## src/rtl/rt_ibex_hws_sequencer.sv

```systemverilog
// Hardware stacking sequencer: irq accept -> SAVE -> handler,
// mret -> RESTORE (or tail-chain) -> return.
package rt_ibex_hws_pkg;
  typedef enum logic {
    HWS_SAVE    = 1'b0,
    HWS_RESTORE = 1'b1
  } hw_stacking_mode_t;
endpackage

module rt_ibex_hws_sequencer
  import rt_ibex_hws_pkg::*;
#(
  parameter int unsigned IRQ_ID_W      = 8,
  parameter bit          TAIL_CHAIN_EN = 1'b1,
  parameter int unsigned CNT_W         = 16
) (
  input  logic                clk_i,
  input  logic                rst_ni,
  input  logic                irq_req_i,
  input  logic [IRQ_ID_W-1:0] irq_id_i,
  input  logic                irq_en_i,
  output logic                irq_ack_o,
  input  logic                mret_i,
  output logic                hws_start_o,
  output hw_stacking_mode_t   hws_mode_o,
  input  logic                hws_done_i,
  output logic                hws_ack_o,
  output logic                fetch_halt_o,
  output logic                handler_jump_o,
  output logic [IRQ_ID_W-1:0] irq_id_o,
  output logic                mret_jump_o,
  output logic                busy_o,
  output logic [CNT_W-1:0]    hws_cycles_o
);

  typedef enum logic [3:0] {
    IDLE,
    SAVE_START,
    SAVE_WAIT,
    SAVE_ACK,
    HANDLER,
    RST_START,
    RST_WAIT,
    RST_ACK,
    SETTLE
  } state_t;

  state_t state, state_n;
  state_t after, after_n;

  hw_stacking_mode_t   mode_n;
  logic [IRQ_ID_W-1:0] id_n;
  logic irq_ack_n, start_n, ack_n;
  logic jump_n, mret_jump_n, halt_n;
  logic take, waiting;

  assign take    = irq_req_i & irq_en_i;
  assign waiting = (state == SAVE_WAIT) | (state == RST_WAIT);

  always_comb begin
    state_n     = state;
    after_n     = after;
    mode_n      = hws_mode_o;
    id_n        = irq_id_o;
    irq_ack_n   = 1'b0;
    start_n     = 1'b0;
    ack_n       = 1'b0;
    jump_n      = 1'b0;
    mret_jump_n = 1'b0;
    unique case (state)
      IDLE: begin
        if (take) begin
          id_n      = irq_id_i;
          irq_ack_n = 1'b1;
          mode_n    = HWS_SAVE;
          state_n   = SAVE_START;
        end
      end
      SAVE_START: begin
        start_n = 1'b1;
        state_n = SAVE_WAIT;
      end
      SAVE_WAIT: begin
        if (hws_done_i) begin
          ack_n   = 1'b1;
          jump_n  = 1'b1;
          state_n = SAVE_ACK;
        end
      end
      SAVE_ACK: begin
        after_n = HANDLER;
        state_n = SETTLE;
      end
      HANDLER: begin
        if (mret_i) begin
          if (TAIL_CHAIN_EN && take) begin
            // Saved frame is reused, so only the id changes.
            id_n      = irq_id_i;
            irq_ack_n = 1'b1;
            jump_n    = 1'b1;
          end else begin
            mode_n  = HWS_RESTORE;
            state_n = RST_START;
          end
        end
      end
      RST_START: begin
        start_n = 1'b1;
        state_n = RST_WAIT;
      end
      RST_WAIT: begin
        if (hws_done_i) begin
          ack_n       = 1'b1;
          mret_jump_n = 1'b1;
          state_n     = RST_ACK;
        end
      end
      RST_ACK: begin
        after_n = IDLE;
        state_n = SETTLE;
      end
      SETTLE: begin
        state_n = after;
      end
      default: begin
        state_n = IDLE;
      end
    endcase
  end

  always_comb begin
    halt_n = 1'b0;
    unique case (state_n)
      SAVE_START, SAVE_WAIT, SAVE_ACK,
      RST_START, RST_WAIT, RST_ACK: halt_n = 1'b1;
      SETTLE:  halt_n = !(after_n inside {HANDLER, IDLE});
      default: halt_n = 1'b0;
    endcase
  end

  always_ff @(posedge clk_i or negedge rst_ni) begin
    if (!rst_ni) begin
      state          <= IDLE;
      after          <= IDLE;
      hws_mode_o     <= HWS_SAVE;
      irq_id_o       <= '0;
      irq_ack_o      <= 1'b0;
      hws_start_o    <= 1'b0;
      hws_ack_o      <= 1'b0;
      handler_jump_o <= 1'b0;
      mret_jump_o    <= 1'b0;
      fetch_halt_o   <= 1'b0;
      busy_o         <= 1'b0;
    end else begin
      state          <= state_n;
      after          <= after_n;
      hws_mode_o     <= mode_n;
      irq_id_o       <= id_n;
      irq_ack_o      <= irq_ack_n;
      hws_start_o    <= start_n;
      hws_ack_o      <= ack_n;
      handler_jump_o <= jump_n;
      mret_jump_o    <= mret_jump_n;
      fetch_halt_o   <= halt_n;
      busy_o         <= (state_n != IDLE);
    end
  end

  // The cycle that observes done is not a waiting cycle.
  always_ff @(posedge clk_i or negedge rst_ni) begin
    if (!rst_ni) begin
      hws_cycles_o <= '0;
    end else if (waiting && !hws_done_i && (hws_cycles_o != '1)) begin
      hws_cycles_o <= hws_cycles_o + CNT_W'(1);
    end
  end

endmodule
```

## config.mk

```make
export PLATFORM = sky130hd
export DESIGN_NAME = rt_ibex_hws_sequencer
export DESIGN_NICKNAME = d
export VERILOG_FILES = /design/src/rtl/rt_ibex_hws_sequencer.sv
export SDC_FILE = /design/constraint.sdc
export NUM_CORES = 1
export LEC_CHECK = 0
export BUFFER_PORTS_ARGS = -buffer_cell sky130_fd_sc_hd__clkbuf_2
export CORE_MARGIN = 2
export CORE_UTILIZATION = 56
export DETAILED_ROUTE_END_ITERATION = 10
export PLACE_DENSITY = 0.83
export SLEW_MARGIN = 40
export SYNTH_ARGS = -nofsm -noshare
export SYNTH_HDL_FRONTEND = slang
export SYNTH_SLANG_ARGS = --single-unit
```

## constraint.sdc

```tcl
create_clock -name clk_i -period 5.2 [get_ports clk_i]
set_clock_uncertainty 0.2 [all_clocks]
set_input_delay 0.52 -clock clk_i [delete_from_list [all_inputs] [get_ports clk_i]]
set_output_delay 0.52 -clock clk_i [all_outputs]
set_load 0.01 [all_outputs]
```

**After elaboration in Yosys (flattened, before gate mapping)**

Cells that the tools add are included.

- Flip-flop bits (word level): 40
- Latch bits: 0
- Memory bits (writable): 0
- ROM bits: 0
- Memories: 0

- Add/sub/neg operators: 1
- $mul: 0
- Divide/modulo/power cells: 0
- $lt $le $gt $ge: 0
- Eq/ne operators: 20
- Shift operators: 0
- Muxes and demuxes: 23
- Bitwise operators: 2
- Reductions and logical operators: 15

Operators with widths:

| kind | number |
|---|---|
| == test 4 x 3 -> 1 bit (second input constant) | 8 |
| one-hot mux 4 bit (8 select lines) | 1 |
| two-way mux 4 bit | 5 |
| adder 16 x 1 -> 16 bit (second input constant) | 1 |
| == test 4 x 2 -> 1 bit (second input constant) | 4 |
| two-way mux 8 bit | 2 |
| != test 16 bit (second input constant) | 1 |
| one-hot mux 8 bit (2 select lines) | 1 |
| two-way mux 1 bit | 9 |
| == test 4 x 1 -> 1 bit (second input constant) | 2 |
| == test 4 bit (second input constant) | 2 |
| zero test 4 bit | 2 |
| one-hot mux 1 bit (2 select lines) | 4 |
| one-hot mux 4 bit (2 select lines) | 1 |
| != test 2 bit (second input constant) | 3 |
| OR reduction 2 bit | 3 |
| OR reduction 6 bit | 1 |
| AND reduction 4 bit | 1 |
| nonzero test 2 bit | 2 |
| nonzero test 4 bit | 1 |
| logical AND 1 bit | 2 |
| zero test 1 bit | 2 |
| AND reduction 2 bit | 1 |
| AND 1 bit | 1 |
| OR 1 bit | 1 |

**Logic depth before layout (Yosys ltp)**

- Word-level depth: 7
- Mapped depth: 6
- Gate-level depth less buffers: 5

**Worst setup path after synthesis**

No wires, ideal clock.

- Path kind: flip-flop to flip-flop
- Start: reg state[3]
- End: reg fetch_halt_o
- Arrival: 1.666 ns
- Slack: 3.206 ns
- Cell stages (with the launch flop): 5
- Period minus slack after synthesis: 1.994 ns
- Cells stage by stage: dfrtp_1 > nand3b_1 > or4b_2 > nand4b_2 > mux2_1

- Word-level cells in the longest chain between the ends: 6
- Elaborated cells on any way between the ends: 30

RTL lines:

| what | RTL line | source |
|---|---|---|
| from (decl) | 48 | `state_t state, state_n;` |
| from (signal assigned) | 155 | `state <= state_n;` |
| == test 4 x 3 -> 1 bit, or another cell as far along | 70 | `unique case (state)` |
| OR reduction 2 bit (no line), or another cell as far along | -- |  |
| one-hot mux 4 bit (8 select lines), or another cell as far along | 70 |  |
| == test 4 x 1 -> 1 bit, or another cell as far along | 133 | `unique case (state_n)` |
| OR reduction 6 bit / zero test 1 bit (equally long branches) | 133, 136 |  |
| one-hot mux 1 bit (2 select lines) (*) | 133 |  |
| via halt_n | 54 | `logic jump_n, mret_jump_n, halt_n;` |
| to (signal assigned) | 164 | `fetch_halt_o <= halt_n;` |
| to (decl) | 28 | `output logic fetch_halt_o,` |

Mark *: on every way through the listed nets, which the timed path passes. The rest lies on a longest branch.
A chain may end at the register's enable or synchronous reset.

**Final worst setup path**

- Start: reg state[1]
- End: reg hws_cycles_o[12]

- Word-level cells in the longest chain between the ends: 4
- Elaborated cells on any way between the ends: 5

RTL lines:

| what | RTL line | source |
|---|---|---|
| == test 4 x 2 -> 1 bit / == test 4 x 3 -> 1 bit (equally long branches) | 58 | `assign waiting = (state == SAVE_WAIT) \| (state == RST_WAIT);` |
| OR 1 bit (*) | 58 |  |
| logical AND 1 bit (*) (2 in a row) | 173 | `end else if (waiting && !hws_done_i && (hws_cycles_o != '1)) begin` |
| to (signal assigned) | 174 | `hws_cycles_o <= hws_cycles_o + CNT_W'(1);` |
| to (decl) | 33 | `output logic [CNT_W-1:0] hws_cycles_o` |

Mark *: on every way between the ends. The rest lies on a longest branch, timed or not.

==> results.cfg <==
[status]
status = complete, no violations

[detailed_routing]
num_vias = 1316
drt_first_pass_iters = 5
detail-route-antenna-nets = 0
drtIter0Drc = 62
drc = 0
wl_um = 3340
wire_per_inst_um = 13.6
vias_per_cell = 5.37

[clock_network]
clkSinkCount = 40
clk_latency_ns = 0.35
clk_pin_slew_ns = 0.12
clockBufferDepth = 2
cts_inserted_buffers = 5
postCtsSetupBuffers = 0
cts_tree = built
htreeDepth = 2
clockRootBuffer = clkbuf_4

[cells_and_area]
diodes = 0
design_area_um2 = 2190
drive_gt1_frac = 0.363
final_cells = 245
final_nets = 215
synthToLayoutAreaGrowth_pct = 18.6

[yosys]
synth_nets = 165
async_flop_share = 1.00
netlist.area_leader.share = 0.542
synth_cells = 150
yosysTopAreaCell = dfrtp_1
ys.flop_type = dfrtp_1
syn-mean-instance-area_um2 = 12.3
ys_seq_elements = 40
yosys-top-cells-area = dfrtp_1 (54%), mux2_4 (6.5%), xor2_1 (3.8%), nand3_1 (2.4%), nand2_1 (2.4%)
synth_area_um2 = 1850
synth_edf_count = 0
ys_seq_area_frac = 0.542
ys_warn_count = 0
yosysUniqueCellTypes = 42

[floorplanning]
die_w_um = 61.4
placementRows = 20
dieArea_um2 = 3770
core_area_um2 = 3100
die_h_um = 61.4
start_util = 0.595
io_pins = 46

[worst_setup_path]
required_ns = 5.24
worst-setup-path-type = register to register
max_stage_delay_ns = 0.56
worstPathMaxFanout = 10
path_cells = nor4b_4, nand3_2, nor3_1, mux2_1
cp-start-kind = register
arrival_ns = 2.19
endpoint_kind = register
crit_slowest_cell = dfrtp_1

[worst_hold_path]
hold_class = primary input to register

[placement]
placedCellCount = 236
io_buffers = 45
pre_cts_slack_ns = 2.95
place_area_um2 = 2100
place_congestion = 0.827
hpwl_um = 2460

[global_route]
grt_usage = 0.202
grt_pass1_vias = 1257
grt-ovfl-total = 0
grt_max_degree = 41
grt_pass1_wl_um = 5510
antenna_found_initial = 0

[sta]
slew_headroom = 0.642
worst_slack_ns = 3.05
hold_viol = 0
final.min_clock_period_ns = 2.15
tns_ns = 0
rsz0062_at_grt = false
worst_slew_pin_slew_ns = 0.534
finalSetupViolations = 0
slew_viol_final = 0
max_freq_mhz = 466
fin_crit_sh = 0.413

[pwr]
power.density_nw_per_um2 = 468
ir_drop_uv = 292
power.leakage_nw = 1.15

[job]
cap_violations = 0
==> state kept, by name, indices dropped and copies added (netlist names) <==
name	count
after	4
busy_o	1
fetch_halt_o	1
handler_jump_o	1
hws_ack_o	1
hws_cycles_o	16
hws_mode_o	1
hws_start_o	1
irq_ack_o	1
irq_id_o	8
mret_jump_o	1
state	4
==> synthesized netlist by cell type (2+ instances only) <==
cell / n
xnor2_1: 2
and2_1: 5
nand4_1: 2
xor2_1: 8
inv_1: 4
and4bb_1: 2
a31oi_1: 2
nor3_1: 6
nor3b_1: 2
nand2_1: 12
nand3_1: 9
and3_1: 2
mux2_4: 8
nand2b_1: 2
buf_6: 2
a21oi_1: 4
nand3_2: 2
nor2_1: 10
mux2_1: 2
mux2_2: 2
nor4_1: 2
dfrtp_1: 40
==> power breakdown <==
part,leakage (nW),internal [mW],switching (mW),total [mW]
clock network,0.0412,0.100,0.102,0.202
logic,0.602,0.179,0.160,0.339
registers,0.509,0.400,0.0851,0.485
total,1.15,0.679,0.346,1.03
==> path summary, 6_finish.rpt <==
path	start	endpoint	slack [ns]	cells past startpoint
max	state[1]$_DFF_PN0_	hws_cycles_o[12]$_DFFE_PN0P_	3.05	4
max reg2reg	state[1]$_DFF_PN0_	hws_cycles_o[12]$_DFFE_PN0P_	3.05	4
min in group asynchronous	rst_ni	irq_id_o[0]$_DFFE_PN0P_	0.49	2
min	irq_id_i[7]	irq_id_o[7]$_DFFE_PN0P_	0.19	2
max in group asynchronous	rst_ni	hws_ack_o$_DFF_PN0_	3.93	2
min reg2reg	after[0]$_DFF_PN0_	after[0]$_DFF_PN0_	0.31	1
==> worst max-delay path, delay by kind of cell, from the launching register on <==
kind             cells  cell delay [ns]
AND/OR/NAND/NOR      3             0.94
multiplexers         1             0.34
flip-flops           1             0.56
==> kinds of logic after synthesis <==
logic type,after synthesis,share of synthesized area
muxes,12,0.0894
and+or+nand+nor,69,0.251
DFF,40,0.542
xor gates and xnor gates,10,0.0474
buffers and inverters,7,0.0244
AOI/OAI and AO/OA,11,0.0393
adders and majority gates,1,0.00677
==> metrics by stage <==
step	hold slack, ns	util	total power, mW
global placement	0.269	0.676	0.815
finish	0.194	0.706	1.03
floorplan	0.0244	-	0.718
detailed placement	0.275	0.677	0.831
global route	0.164	0.706	1.10
CTS	0.177	0.706	1.04
==> repair_timing <==
| item | in CTS | in global routing |
|---|---|---|
| hold buffers | 1 | 0 |
| endpoints found under the hold margin | 40 | 0 |
| gates resized for setup | 0 | 0 |
==> cell type report <==
| class | count | area [um2] |
|---|---|---|
| Clock buffer | 5 | 37.5 |
| Clock inverter | 3 | 42.5 |
| Fill cell | 233 | 913 |
| Inverter | 4 | 15.0 |
| Multi-Input combinational cell | 103 | 801 |
| Sequential cell | 40 | 1000 |
| Tap cell | 44 | 55.1 |
| Timing Repair Buffer | 46 | 238 |
==> routing by layer <==
layer,share of wire,vias up,global-route usage,wire length (um)
met4,0.013,0,0.0699,44
met1,0.44,640,0.247,1480
li1,-,637,-,-
met3,0.048,5,0.0651,159
met2,0.50,34,0.340,1660
met5,0,-,0,0
==> layout by cell type, fill, tap and decap left out, types with 4 or more instances in the layout <==
| master | instances |
|---|---|
| a21oi_1 | 4 |
| dfrtp_1 | 40 |
| nor2_1 | 10 |
| nand2_1 | 12 |
| clkbuf_4 | 6 |
| mux2_4 | 8 |
| and2_1 | 5 |
| xor2_1 | 8 |
| nor3_1 | 6 |
| inv_1 | 4 |
| clkbuf_2 | 44 |
| nand3_1 | 9 |
No activity file was read; power rests on OpenSTA's default activity.
